## src/rtl/dumbrv_pkg.sv

```systemverilog
// Shared dumbrv constants: instruction length marker and halfword size.
package dumbrv_pkg;

  // Low two bits of a 32-bit instruction; anything else is compressed
  localparam logic [1:0] INST_LEN_32 = 2'b11;

  // Bytes per halfword fetched from the instruction port
  localparam int HW_BYTES = 2;

  // True when a halfword starts a compressed (16-bit) instruction
  function automatic logic is_short(input logic [15:0] hw);
    return hw[1:0] != INST_LEN_32;
  endfunction

endpackage

```

## src/rtl/dumbrv_fetch_align.sv

```systemverilog
// dumbrv fetch/align: halfword fetch into a small queue, instruction assembly
// (16- or 32-bit, possibly straddling a word), PC tracking and redirect flush.
module dumbrv_fetch_align
  import dumbrv_pkg::*;
#(
  parameter int                ADDR_W   = 24,
  parameter logic [ADDR_W-1:0] RESET_PC = '0,
  parameter int                DEPTH    = 4     // halfword queue depth, 2..8
) (
  input  logic              clk_i,
  input  logic              rst_i,
  output logic              mem_req_o,
  output logic [ADDR_W-1:0] mem_addr_o,
  input  logic              mem_ack_i,
  input  logic [15:0]       mem_rdata_i,
  output logic              inst_valid_o,
  input  logic              inst_ready_i,
  output logic [31:0]       inst_o,
  output logic [ADDR_W-1:0] inst_pc_o,
  output logic              short_o,
  input  logic              redirect_i,
  input  logic [ADDR_W-1:0] redirect_pc_i
);

  localparam int                CW    = $clog2(DEPTH + 1);
  localparam logic [ADDR_W-1:0] PC0   = RESET_PC & ~ADDR_W'(1);
  localparam logic [ADDR_W-1:0] STEP2 = ADDR_W'(HW_BYTES);
  localparam logic [ADDR_W-1:0] STEP4 = ADDR_W'(2 * HW_BYTES);

  logic [15:0]       r_q [DEPTH];
  logic [CW-1:0]     r_cnt;
  logic              r_drop;      // outstanding request belongs to a flushed stream
  logic [ADDR_W-1:0] r_head_pc;
  logic [ADDR_W-1:0] r_fetch_pc;
  logic              r_req;
  logic [ADDR_W-1:0] r_addr;

  logic [15:0]       w_hw0, w_hw1;
  logic              w_short, w_valid, w_fire, w_ack, w_push;
  logic [1:0]        w_pop;
  logic [CW-1:0]     w_cnt_next, w_wpos;
  logic [ADDR_W-1:0] w_tgt, w_fetch_next;
  logic [15:0]       w_ext    [DEPTH+2];
  logic [15:0]       w_q_next [DEPTH];

  assign w_hw0   = r_q[0];
  assign w_hw1   = r_q[1];
  assign w_short = is_short(w_hw0);

  // A redirect cycle never hands out an instruction, so the flush is clean
  assign w_valid = !redirect_i &&
                   ((r_cnt >= CW'(1) && w_short) || r_cnt >= CW'(2));
  assign w_fire  = w_valid && inst_ready_i;
  assign w_pop   = !w_fire ? 2'd0 : (w_short ? 2'd1 : 2'd2);

  // Acks only count while a request is actually open; stale data never lands
  assign w_ack   = r_req && mem_ack_i;
  assign w_push  = w_ack && !r_drop && !redirect_i;

  assign w_tgt        = redirect_pc_i & ~ADDR_W'(1);
  assign w_cnt_next   = redirect_i ? '0 : r_cnt + CW'(w_push) - CW'(w_pop);
  assign w_fetch_next = redirect_i ? w_tgt :
                        w_push     ? r_fetch_pc + STEP2 : r_fetch_pc;
  // Slot for the incoming halfword after this cycle's pop has shifted the queue
  assign w_wpos       = r_cnt - CW'(w_pop);

  assign inst_valid_o = w_valid;
  assign short_o      = w_short;
  assign inst_o       = w_short ? {16'h0, w_hw0} : {w_hw1, w_hw0};
  assign inst_pc_o    = r_head_pc;
  assign mem_req_o    = r_req;
  assign mem_addr_o   = r_addr;

  // Next queue contents: shift out popped halfwords, then append the push
  always_comb begin
    for (int i = 0; i < DEPTH; i++) w_ext[i] = r_q[i];
    w_ext[DEPTH]   = '0;
    w_ext[DEPTH+1] = '0;
    for (int i = 0; i < DEPTH; i++) begin
      case (w_pop)
        2'd1:    w_q_next[i] = w_ext[i+1];
        2'd2:    w_q_next[i] = w_ext[i+2];
        default: w_q_next[i] = w_ext[i];
      endcase
      if (w_push && w_wpos == CW'(i)) w_q_next[i] = mem_rdata_i;
    end
  end

  // Queue, PCs, drop flag and the single-outstanding memory request
  always_ff @(posedge clk_i) begin
    if (rst_i) begin
      r_q        <= '{default: '0};
      r_cnt      <= '0;
      r_drop     <= 1'b0;
      r_head_pc  <= PC0;
      r_fetch_pc <= PC0;
      r_req      <= 1'b0;
      r_addr     <= PC0;
    end else begin
      r_q        <= w_q_next;
      r_cnt      <= w_cnt_next;
      r_fetch_pc <= w_fetch_next;

      if (redirect_i)  r_head_pc <= w_tgt;
      else if (w_fire) r_head_pc <= r_head_pc + (w_short ? STEP2 : STEP4);

      // An open request that survives the redirect must have its data discarded
      if (redirect_i)  r_drop <= r_req && !mem_ack_i;
      else if (w_ack)  r_drop <= 1'b0;

      // Request and address are frozen until acked; otherwise re-evaluate space
      if (!r_req || mem_ack_i) begin
        r_req  <= w_cnt_next < CW'(DEPTH);
        r_addr <= w_fetch_next;
      end
    end
  end

endmodule

```

## config.mk

```make
export PLATFORM = sky130hd
export DESIGN_NAME = dumbrv_fetch_align
export DESIGN_NICKNAME = d
export VERILOG_FILES = /design/src/rtl/dumbrv_pkg.sv /design/src/rtl/dumbrv_fetch_align.sv
export SDC_FILE = /design/constraint.sdc
export NUM_CORES = 1
export LEC_CHECK = 0
export CORE_MARGIN = 4
export CORE_UTILIZATION = 40
export DETAILED_ROUTE_END_ITERATION = 8
export DONT_BUFFER_PORTS = 1
export GPL_TIMING_DRIVEN = 0
export SKIP_CTS_REPAIR_TIMING = 1
export SKIP_LAST_GASP = 1
export SLEW_MARGIN = 20
export SYNTH_ARGS = -nofsm -noshare
export SYNTH_HDL_FRONTEND = slang
export SYNTH_SLANG_ARGS = --single-unit
```

## constraint.sdc

```tcl
create_clock -name clk_i -period 8 [get_ports clk_i]
set_input_delay 1.2 -clock clk_i [delete_from_list [all_inputs] [get_ports clk_i]]
set_output_delay 1.2 -clock clk_i [all_outputs]
set_load 0.01 [all_outputs]
```

==> results.md, run 1 <==
- Crit-path max FO: 10
- HP Class: reg2reg
- Detailed-placement wirelength estimate: 17.8 mm
- Cell Chain, Critical Path: buf_2 > clkinv_1 > o311ai_2 > buf_2 > buf_2 > nor2_1 > ha_1 > fa_1 > xnor2_1 > and4_1 > clkbuf_1 > clkbuf_1 > nand2_1 > a21oi_1
- RSZ-0062 raised after global routing: no
- Yosys top cell area share: 39.5%
- Final #Nets: 986
- Crit path to: w_hw0[9]
- Post-Place Cell Area: 0.00738 mm2
- Routed WL: 24.4 mm
- Worst path required time: 8350 ps
- Synth area leaders: dfxtp_1 39%, nand2_1 9.0%, nand3_1 5.4%, a21oi_1 5.4%, o211ai_1 3.7%
- Yosys warns: 0
- VDD IR max: 151 uV
- Main combinational cell family by area after synthesis: simple AND/OR/NAND/NOR gates
- Period utilization: 59.5%
- Number of global-route vias before repair: 6574
- DRT iter0 DRCs: 546
- Max-slew headroom: 39.3%
- DRC Markers: 0
- Async S/R FF share, synth: 0%
- Worst Hold Depth: 1
- Share of cells above drive strength 1: 8.26%
- Critical path type: in2reg
- Synth Cell Area: 0.00710 mm2
- Net Count, Synth: 967
- Critical Path AT: 5110 ps
- PD cells: 214 mW/mm2
- CORE AREA: 0.0174 mm2
- CTS root buffer: clkbuf_16
- Die area: 0.0199 mm2
- Die Wd: 141 um
- Highest clock rate: 210 MHz
- Crit-path slowest cell: clkbuf_1
- Worst Setup SP: redirect_i
- # port buffers: 0
- Fin Setup TNS: 0 ps
- Post-synth top flop: dfxtp_1
- Endpoints failing setup: 0
- Io pins: 128
- Vias: 6790
- Avg WL per Cell: 20.9 um
- Synth Area in Adders: 2.08%
- FF-to-FF Start: w_hw0[1]
- Simple-gate portion of the synthesized area: 28.0%
- Drt first pass iters: 5
- Remaining antenna violation count: 0
- Crit path time final: 4760 ps
- Slew @ Worst Pin: 911 ps
- Hold Vio Cnt, Final: 0
- Synth Instances: 912
- GPL Wtd Cong: 0.980
- Number of fillers in the final layout: 1739
- Initial antenna violation count: 0
- Clock skew: 9.84 ps
- Post-synthesis sequential area ratio: 39.5%
- GRT Overall Usage: 24.5%
- Largest net degree at the start of global routing: 17
- Status: finished, final reports clean
- CP Capture Type: flip-flop
- Initial Util: 40.9%
- # rows: 48
- Max incr delay on CP: 570 ps
- Post-Synth XOR/XNOR Area: 3.08%
- Synth Area in Compound Gates: 19.6%
- Clk buf depth: 2
- CTS Buf Count: 17
- Max-cap viol count: 0
- Layout area overhead: 12.4%
- DR vias/cell: 5.81
- Mux contribution to synthesized area: 0.723%
- FF-to-FF path depth: 14
- Die Y: 141 um
- Count of different cell masters after synthesis: 70
- H-tree lvl count: 4
- CTS tree: yes
- Startpoint types: input pin
- RR Endpoint: w_hw0[9]
- Total power: 0.00171 W
- Post-synth EDFFs: 0
- CTS sink count: 140
- Final Cell Area: 0.00798 mm2
- Hold_ws: 464 ps
- Syn Area/Cell: 7.78 um2
- First-pass GRT wire length: 38.0 mm
- Total grt overflow: 0
- Clock slew at reported path FFs: 70 ps
- R2R Setup Slk: 3510 ps
- Pins Over Slew Limit: 0
- CP most frequent cell: buf_2
- Number of diodes: 0
- Skew-Pair Late Insertion Delay: 430 ps
- Yosys top cell by area: dfxtp_1
- Register bit total from synthesis: 140
- Leakage: 2.69 nW
-- report_power, final --
group          internal (W)  total, W  switching [W]  leakage, nW
clock              0.000471  0.000818       0.000348        0.293
sequential         0.000727  0.000767      0.0000400         1.15
combinational     0.0000454  0.000125      0.0000794         1.25
total               0.00124   0.00171       0.000467         2.69
-- through the flow --
step | util, % | std cells | setup slack (ps)
5_1_grt | 46.0 | 1169 | 2990
2_1_floorplan | - | 912 | 3910
6_report | 46.0 | 1169 | 3240
3_5_place_dp | 42.5 | 1137 | 2870
4_1_cts | 46.0 | 1169 | 3300
3_3_place_gp | 42.5 | 1137 | 2890
-- placed cells by master (no fill, tap or decap), types with 18 or more instances in the layout --
cell type and n:
a21oi_1 76, nor3_1 20, and3_1 21, nand3_1 77, o211ai_1 35, nor2_1 62
o21ai_0 18, dfxtp_1 140, buf_4 20, clkbuf_1 47, nand2_1 171, a311oi_1 20
-- registers in the layout, summed over array words and instances (netlist names) --
name,flops
inst_pc_o,23
mem_addr_o,24
mem_req_o,1
r_cnt,3
r_drop,1
r_fetch_pc,24
r_q,32
w_hw0,16
w_hw1,16
-- synthesized netlist by cell type, types with 4 or more instances --
cell type	instances
a21boi_0	7
inv_1	15
and3_1	21
or3_1	5
nor2_1	62
nand4_1	15
a31oi_1	13
o22a_1	5
xnor2_1	13
buf_2	12
nor4_1	12
nand3_1	77
and2_1	9
ha_1	7
xor2_1	12
dfxtp_1	140
o21ai_0	18
mux2i_1	4
o211ai_1	35
a21oi_1	76
a211oi_1	8
clkbuf_1	47
buf_4	20
a311oi_1	20
nand2_1	171
nor3_1	20
and4_1	5
-- metal layers --
metal  vias up  routed length (um)  global-route usage, %  share of wire (%)
met1      3203               10200                   31.2                 42
met3        43                2020                   6.92                8.3
met5         -                   0                      0                  0
met2       263               11600                   39.8                 47
li1       3281                   -                      -                  -
met4         0                 576                   8.57                2.4
-- layout make-up --
| class | instances | area, um2 | area share [%] |
|---|---|---|---|
| Multi-Input combinational cell | 669 | 3800 | 47.7 |
| Sequential cell | 140 | 2800 | 35.1 |
| Clock buffer | 17 | 425 | 5.33 |
| Buffer | 85 | 419 | 5.25 |
| Tap cell | 225 | 282 | 3.53 |
| Clock inverter | 15 | 175 | 2.20 |
| Inverter | 18 | 72.6 | 0.909 |
-- critical path, delay by kind of cell --
kind,cells,cell delay (ps)
adders and majority gates,2,620
AOI/OAI and AO/OA,2,400
and+or+nand+nor,3,470
xor gates and xnor gates,1,360
buffers and inverters,6,2050
-- cells by family (layout without fill, tap and decap cells) --
logic type,after synthesis,in the layout
mux,5,5
flops,140,140
other cells,1,1
compound gates,210,210
buf+inv,103,135
xor+xnor,25,25
simple gates,418,418
fa+ha+maj,10,10
-- worst min-delay path by stage --
stage,slack (ps),startpoint,end
3_3_place_gp,450,r_fetch_pc[0],r_fetch_pc[0]
2_1_floorplan,430,r_fetch_pc[0],r_fetch_pc[0]
3_5_place_dp,450,r_fetch_pc[0],r_fetch_pc[0]
6_report,460,r_fetch_pc[0],r_fetch_pc[0]
5_1_grt,500,r_fetch_pc[0],r_fetch_pc[0]
4_1_cts,470,r_fetch_pc[0],r_fetch_pc[0]
No activity file was read; power rests on OpenSTA's default activity.
==> run 2, diff against run 1 <==
Clock period 8 ns to 4.3 ns, I/O delays scaled along.
==> run 2 against run 1 <==
Critical path depth is 1 lower. Total power is 86% higher. First-iteration DRC count is 5.9% lower. Non-clock buffer count is 2 higher. Sequential share of layout area is 0.22 points lower. Core utilization is 0.30 points higher. Combinational power is 87% higher. Sequential cell count stayed put. Clock-buffer cell count stayed put. Critical path type is now reg2reg. Largest cell class unchanged. Die area stayed put. Cell count is 0.17% higher. Global-route usage stayed put.
==> results.md, run 2 (synthesized netlist as in run 1, its figures left out) <==
- Cell Chain, Critical Path: clkbuf_2 > a21boi_1 > o311a_1 > buf_2 > buf_2 > buf_2 > nand2_1 > inv_1 > fa_1 > nand4_1 > clkbuf_2 > o211ai_1 > a21oi_1
- Io pins: 128 (unchanged)
- Worst Hold Depth: 1 (unchanged)
- Avg WL per Cell: 20.9 um (+0.27%)
- Detailed-placement wirelength estimate: 17.8 mm (unchanged)
- Hold Vio Cnt, Final: 0 (unchanged)
- HP Class: in2reg
- Worst path required time: 4650 ps (-3700 ps)
- Max reg flops: 32 (unchanged)
- Hold worst-path end: r_drop
- Clock skew: 7.24 ps (-2.59 ps)
- Hold Startpoint: mem_ack_i
- CP most frequent cell: buf_2
- Initial antenna violation count: 0 (unchanged)
- Drt first pass iters: 8 (+3)
- CORE AREA: 0.0174 mm2 (unchanged)
- Number of fillers in the final layout: 1738 (-0.058%)
- Critical path type: reg2reg
- Total power: 0.00319 W (+86%)
- Crit-path slowest cell: fa_1
- Crit path time final: 4070 ps
- Max-slew headroom: 49.7% (+10 points)
- R2R Setup Slk: 230 ps (-3280 ps)
- Commonest cells after routing, fill and taps aside: 171 x nand2_1, 140 x dfxtp_1, 77 x nand3_1
- PD cells: 397 mW/mm2 (+85%)
- Final #Nets: 988 (+0.20%)
- Layout area overhead: 13.1%
- # port buffers: 0 (unchanged)
- Vias: 6814 (+0.35%)
- Commonest non-fill, non-tap cell in the layout: nand2_1
- Final Cell Area: 0.00803 mm2 (+0.64%)
- Skew-Pair Late Insertion Delay: 430 ps (about the same)
- Biggest register: r_q
- Period utilization: 94.6%
- Max-cap viol count: 0 (unchanged)
- Delay-heaviest family, CP: buffers and inverters
- Routed WL: 24.5 mm (+0.44%)
- CTS Buf Count: 17 (unchanged)
- Share of cells above drive strength 1: 9.09% (+0.83 points)
- CTS tree: yes
- Status: finished, final reports clean
- FF-to-FF Start: w_hw0[1]
- # rows: 48 (unchanged)
- FF-to-FF path depth: 13 (-1)
- Die Y: 141 um (unchanged)
- GPL Wtd Cong: 0.980 (unchanged)
- Hold_ws: 316 ps (-148 ps)
- DRT iter0 DRCs: 514 (-5.9%)
- Die Wd: 141 um (unchanged)
- DR vias/cell: 5.82 (+0.18%)
- Number of diodes: 0 (unchanged)
- Clock slew at reported path FFs: 70 ps (about the same)
- Total grt overflow: 0 (unchanged)
- First-pass GRT wire length: 38.0 mm (unchanged)
- CP Capture Type: flip-flop
- CTS sink count: 140 (unchanged)
- Initial Util: 40.9% (unchanged)
- DRC Markers: 0 (unchanged)
- Highest clock rate: 246 MHz
- Slew @ Worst Pin: 754 ps (-157 ps)
- Fin Setup TNS: 0 ps (unchanged)
- Critical Path AT: 4420 ps (-690 ps)
- Largest net degree at the start of global routing: 17 (unchanged)
- Leakage: 2.73 nW (+1.5%)
- Endpoints failing setup: 0 (unchanged)
- Max incr delay on CP: 530 ps (-40 ps)
- Pins Over Slew Limit: 0 (unchanged)
- Critical path buffer and inverter count: 6 (unchanged)
- Post-Place Cell Area: 0.00738 mm2 (unchanged)
- H-tree lvl count: 4 (unchanged)
- VDD IR max: 280 uV (+85%)
- RR Endpoint: w_hw0[3]
- Clk buf depth: 2 (unchanged)
- CTS root buffer: clkbuf_16
- Die area: 0.0199 mm2 (unchanged)
- Startpoint types: flip-flop
- Remaining antenna violation count: 0 (unchanged)
- Core Util, Final: 46.3% (+0.30 points)
- Number of global-route vias before repair: 6574 (unchanged)
- Crit-path max FO: 10 (unchanged)
- GRT Overall Usage: 24.5% (unchanged)
## run 2: routing by layer
layer / vias up / wire, um / global-route usage, %
met5: - / 0 / 0
met4: 0 / 612 / 8.57
met3: 47 / 2140 / 6.92
met2: 290 / 11600 / 39.8
met1: 3192 / 10200 / 31.2
li1: 3285 / - / -
## run 2: layout make-up
class	count	area, um2	share of cell area [%]
buffer	85	425	5.30
clock buffer	17	425	5.30
clock inverter	15	175	2.18
inverter	18	72.6	0.904
multi-input combinational	669	3830	47.7
sequential	140	2800	34.9
tap	225	282	3.51
timing repair buffer	2	15.0	0.187
## run 2: through the flow
step	setup WS [ps]	std cells
after floorplan	763	912
after global placement	-259	1137
after detailed placement	-278	1137
after CTS	-149	1169
after global routing	-2.05	1171
final	233	1171
## run 2: worst max-delay path by stage
stage | start | endpoint | slack (ps) | cells after the start
after floorplan | redirect_i | r_q[10] | 760 | 15
after global placement | redirect_i | w_hw0[9] | -260 | 14
after detailed placement | redirect_i | w_hw0[11] | -280 | 14
after CTS | w_hw0[0] | w_hw0[11] | -150 | 14
after global routing | w_hw0[1] | r_q[6] | -2 | 16
final | w_hw0[1] | w_hw0[3] | 230 | 13
## run 2: report_power, final
group	internal (W)	switching, W
Sequential	0.00135	0.0000741
Clock	0.000876	0.000652
Combinational	0.0000855	0.000149
==> run 3, diff against run 2 <==
Settings changed: ABC_AREA set to 1, HOLD_SLACK_MARGIN set to 0.1.
==> run 3 against run 2 <==
Sequential cell count stayed put. Die area is 9.3% higher. Sequential power barely moved. Design area grew 8.9%. Total power increased by 0.17%. Critical path depth increased by 5. Cell count rose by 31%. Register-to-register slack improved by 340 ps. Synthesized cell count increased by 37%. Worst hold slack better by 31 ps. First-iteration DRC count rose by 44%. Highest routed layer unchanged.
==> results.md, run 3 <==
- DR vias/cell: 5.01 (-14%)
- Post-synth EDFFs: 0 (unchanged)
- Net Count, Synth: 1301 (+35%)
- Pins Over Slew Limit: 0 (unchanged)
- Number of global-route vias before repair: 7051 (+7.3%)
- Slew @ Worst Pin: 955 ps (+201 ps)
- Leakage: 4.11 nW (+51%)
- Commonest non-fill, non-tap cell in the layout: nand2_1
- Synth area leaders: dfxtp_1 36%, nand2_1 17%, inv_1 9.8%, nor2_1 7.1%, nand3_1 6.2%
- Post-Synth XOR/XNOR Area: 1.12% (-2.0 points)
- Initial antenna violation count: 0 (unchanged)
- Clk buf depth: 2 (unchanged)
- Register bit total from synthesis: 140 (unchanged)
- CTS tree: yes
- Crit-path max FO: 10 (unchanged)
- Die area: 0.0218 mm2 (+9.3%)
- Final #Nets: 1320 (+34%)
- Synth Area in Adders: 1.89% (-0.19 points)
- Cell Chain, Critical Path: nand2_2 > inv_2 > o21ai_2 > nand3_2 > inv_2 > nand2_2 > clkbuf_1 > inv_1 > ha_1 > fa_1 > xor2_1 > nor2_1 > nand3_2 > nand2_1 > buf_4 > o22ai_1 > inv_1 > nor2_1
- Synth Area in Compound Gates: 10.3% (-9.4 points)
- Status: finished, final reports clean
- Number of fillers in the final layout: 2018 (+16%)
- Area of the multi-input gates: 0.00383 mm2 (about the same)
- Yosys top cell by area: dfxtp_1
- Skew-Pair Late Insertion Delay: 430 ps (about the same)
- Max incr delay on CP: 420 ps (-110 ps)
- Total power: 0.00320 W (+0.17%)
- Biggest register: r_q
- Vias: 7712 (+13%)
- RR Endpoint: r_q[11]
- Crit path time final: 3730 ps (-336 ps)
- Startpoint types: flip-flop
- Hold_ws: 346 ps (+30.6 ps)
- Async S/R FF share, synth: 0% (unchanged)
- CTS Buf Count: 17 (unchanged)
- Max-cap viol count: 0 (unchanged)
- Routed WL: 24.5 mm (about the same)
- VDD IR max: 268 uV (-4.3%)
- Post-synth top flop: dfxtp_1
- Die Y: 148 um (+4.5%)
- DRC Markers: 0 (unchanged)
- Top post-synthesis cells by count: 357 x nand2_1, 203 x inv_1, 148 x nor2_1
- Period utilization: 86.8% (-7.8 points)
- Hold Vio Cnt, Final: 0 (unchanged)
- Synth Cell Area: 0.00780 mm2 (+9.8%)
- Number of diodes: 0 (unchanged)
- Mux contribution to synthesized area: 0% (-0.72 points)
- Max reg flops: 32 (unchanged)
- GPL Wtd Cong: 0.915 (-6.6%)
- FF-to-FF Start: w_hw0[0]
- Yosys top cell area share: 35.9% (-3.5 points)
- First-pass GRT wire length: 39.0 mm (+2.5%)
- Sequential Area: 0.00280 mm2 (unchanged)
- RSZ-0062 raised after global routing: no
- PD cells: 365 mW/mm2 (-8.0%)
- Commonest cells after routing, fill and taps aside: 357 x nand2_1, 203 x inv_1, 148 x nor2_1
- Hold Startpoint: redirect_pc_i[20]
- CTS sink count: 140 (unchanged)
- Crit-path slowest cell: clkbuf_1
- Simple-gate portion of the synthesized area: 35.9% (+7.8 points)
- Most common cell in the synthesized netlist: nand2_1
- Total grt overflow: 0 (unchanged)
- Hold worst-path end: inst_pc_o[20]
- Detailed-placement wirelength estimate: 18.9 mm (+6.4%)
- Highest clock rate: 268 MHz (+9.0%)
- Fin Setup TNS: 0 ps (unchanged)
- CTS root buffer: clkbuf_16
- Io pins: 128 (unchanged)
- Synth Instances: 1246 (+37%)
- Yosys warns: 0 (unchanged)
- HP Class: in2reg
- H-tree lvl count: 4 (unchanged)
- Critical path type: reg2reg
- Drt first pass iters: 6 (-2)
- Endpoints failing setup: 0 (unchanged)
- FF-to-FF path depth: 18 (+5)
- Worst path required time: 4590 ps (-60 ps)
- Count of different cell masters after synthesis: 38 (-46%)
- Remaining antenna violation count: 0 (unchanged)
- Initial Util: 41.1% (+0.23 points)
- Avg WL per Cell: 15.9 um (-24%)
- Worst Hold Depth: 2 (+1)
- # port buffers: 0 (unchanged)
- CORE AREA: 0.0190 mm2 (+9.2%)
- GRT Overall Usage: 22.6% (-1.9 points)
- Critical Path AT: 4020 ps (-400 ps)
- CP Capture Type: flip-flop
- Main combinational cell family by area after synthesis: simple AND/OR/NAND/NOR gates
- Largest net degree at the start of global routing: 17 (unchanged)
- DRT iter0 DRCs: 739 (+44%)
- Syn Area/Cell: 6.26 um2 (-20%)
- Post-synthesis sequential area ratio: 35.9% (-3.5 points)
- Max-slew headroom: 36.1% (-14 points)
- # rows: 50 (+4.2%)
- Share of cells above drive strength 1: 6.89% (-2.2 points)
- Layout area overhead: 12.2%
- Clock skew: 13.9 ps (+6.70 ps)
- Clock slew at reported path FFs: 70 ps (about the same)
- R2R Setup Slk: 570 ps (+340 ps)
- Die Wd: 148 um (+4.5%)
[run 3: cell count changes after synthesis, sizes merged, moves of 23 or more]
cell    before  now
nand2      171  360
a21oi       77   54
o211ai      35    3
inv         16  211
nor2        62  149
[run 3: layer usage]
metal	part of all wire, %	routed length (um)	GRT usage (%)	vias up
met3	8.9	2180	5.49	29
met2	42	10200	33.0	307
li1	-	-	-	3916
met5	0	0	0	-
met4	1.7	413	5.78	0
met1	48	11700	33.4	3460
[run 3: final cells by class]
cell class,instances,share of cell area (%)
sequential,140,32.1
inverter,211,9.06
buffer,67,4.19
clock buffer,19,5.07
multi-input combinational,828,43.9
clock inverter,13,2.06
tap,260,3.72
[run 3: logic make-up after synthesis]
group                    after synthesis
AO/OA/AOI/OAI                        141
XOR/XNOR                              10
adder cells (fa/ha/maj)               10
buffers and inverters                278
flip-flops                           140
other                                  1
AND/OR/NAND/NOR                      666
[run 3: worst max path at each step]
| stage | slack, ps | endpoint | start |
|---|---|---|---|
| 6_report | 570 | r_q[11] | w_hw0[0] |
| 5_1_grt | 250 | r_q[14] | w_hw0[0] |
| 4_1_cts | 570 | r_q[14] | w_hw0[0] |
| 3_5_place_dp | 590 | r_q[11] | redirect_i |
| 3_3_place_gp | 590 | r_q[11] | redirect_i |
| 2_1_floorplan | 1280 | r_q[10] | redirect_i |
[run 3: stage by stage]
stage	cell area [um2]	worst slack (ps)	cells	utilization, %
final	8740	569	1538	46.1
after detailed placement	8120	587	1506	42.8
after global placement	8120	588	1506	42.8
after CTS	8740	573	1538	46.1
after floorplan	7800	1280	1246	-
after global routing	8740	245	1538	46.1
[run 3: where the power goes]
part	leakage (nW)	total [W]	switching, W	internal [W]
logic	2.67	0.000232	0.000157	0.0000755
registers	1.14	0.00141	0.0000644	0.00135
clock network	0.299	0.00155	0.000608	0.000944
[run 3: critical path: cells and delay by family, from the launching register on]
family	cells	cell delay (ps)
buf+inv	6	1140
simple gates	7	1130
fa+ha+maj	2	590
flops	1	370
compound gates	2	180
xor+xnor	1	160
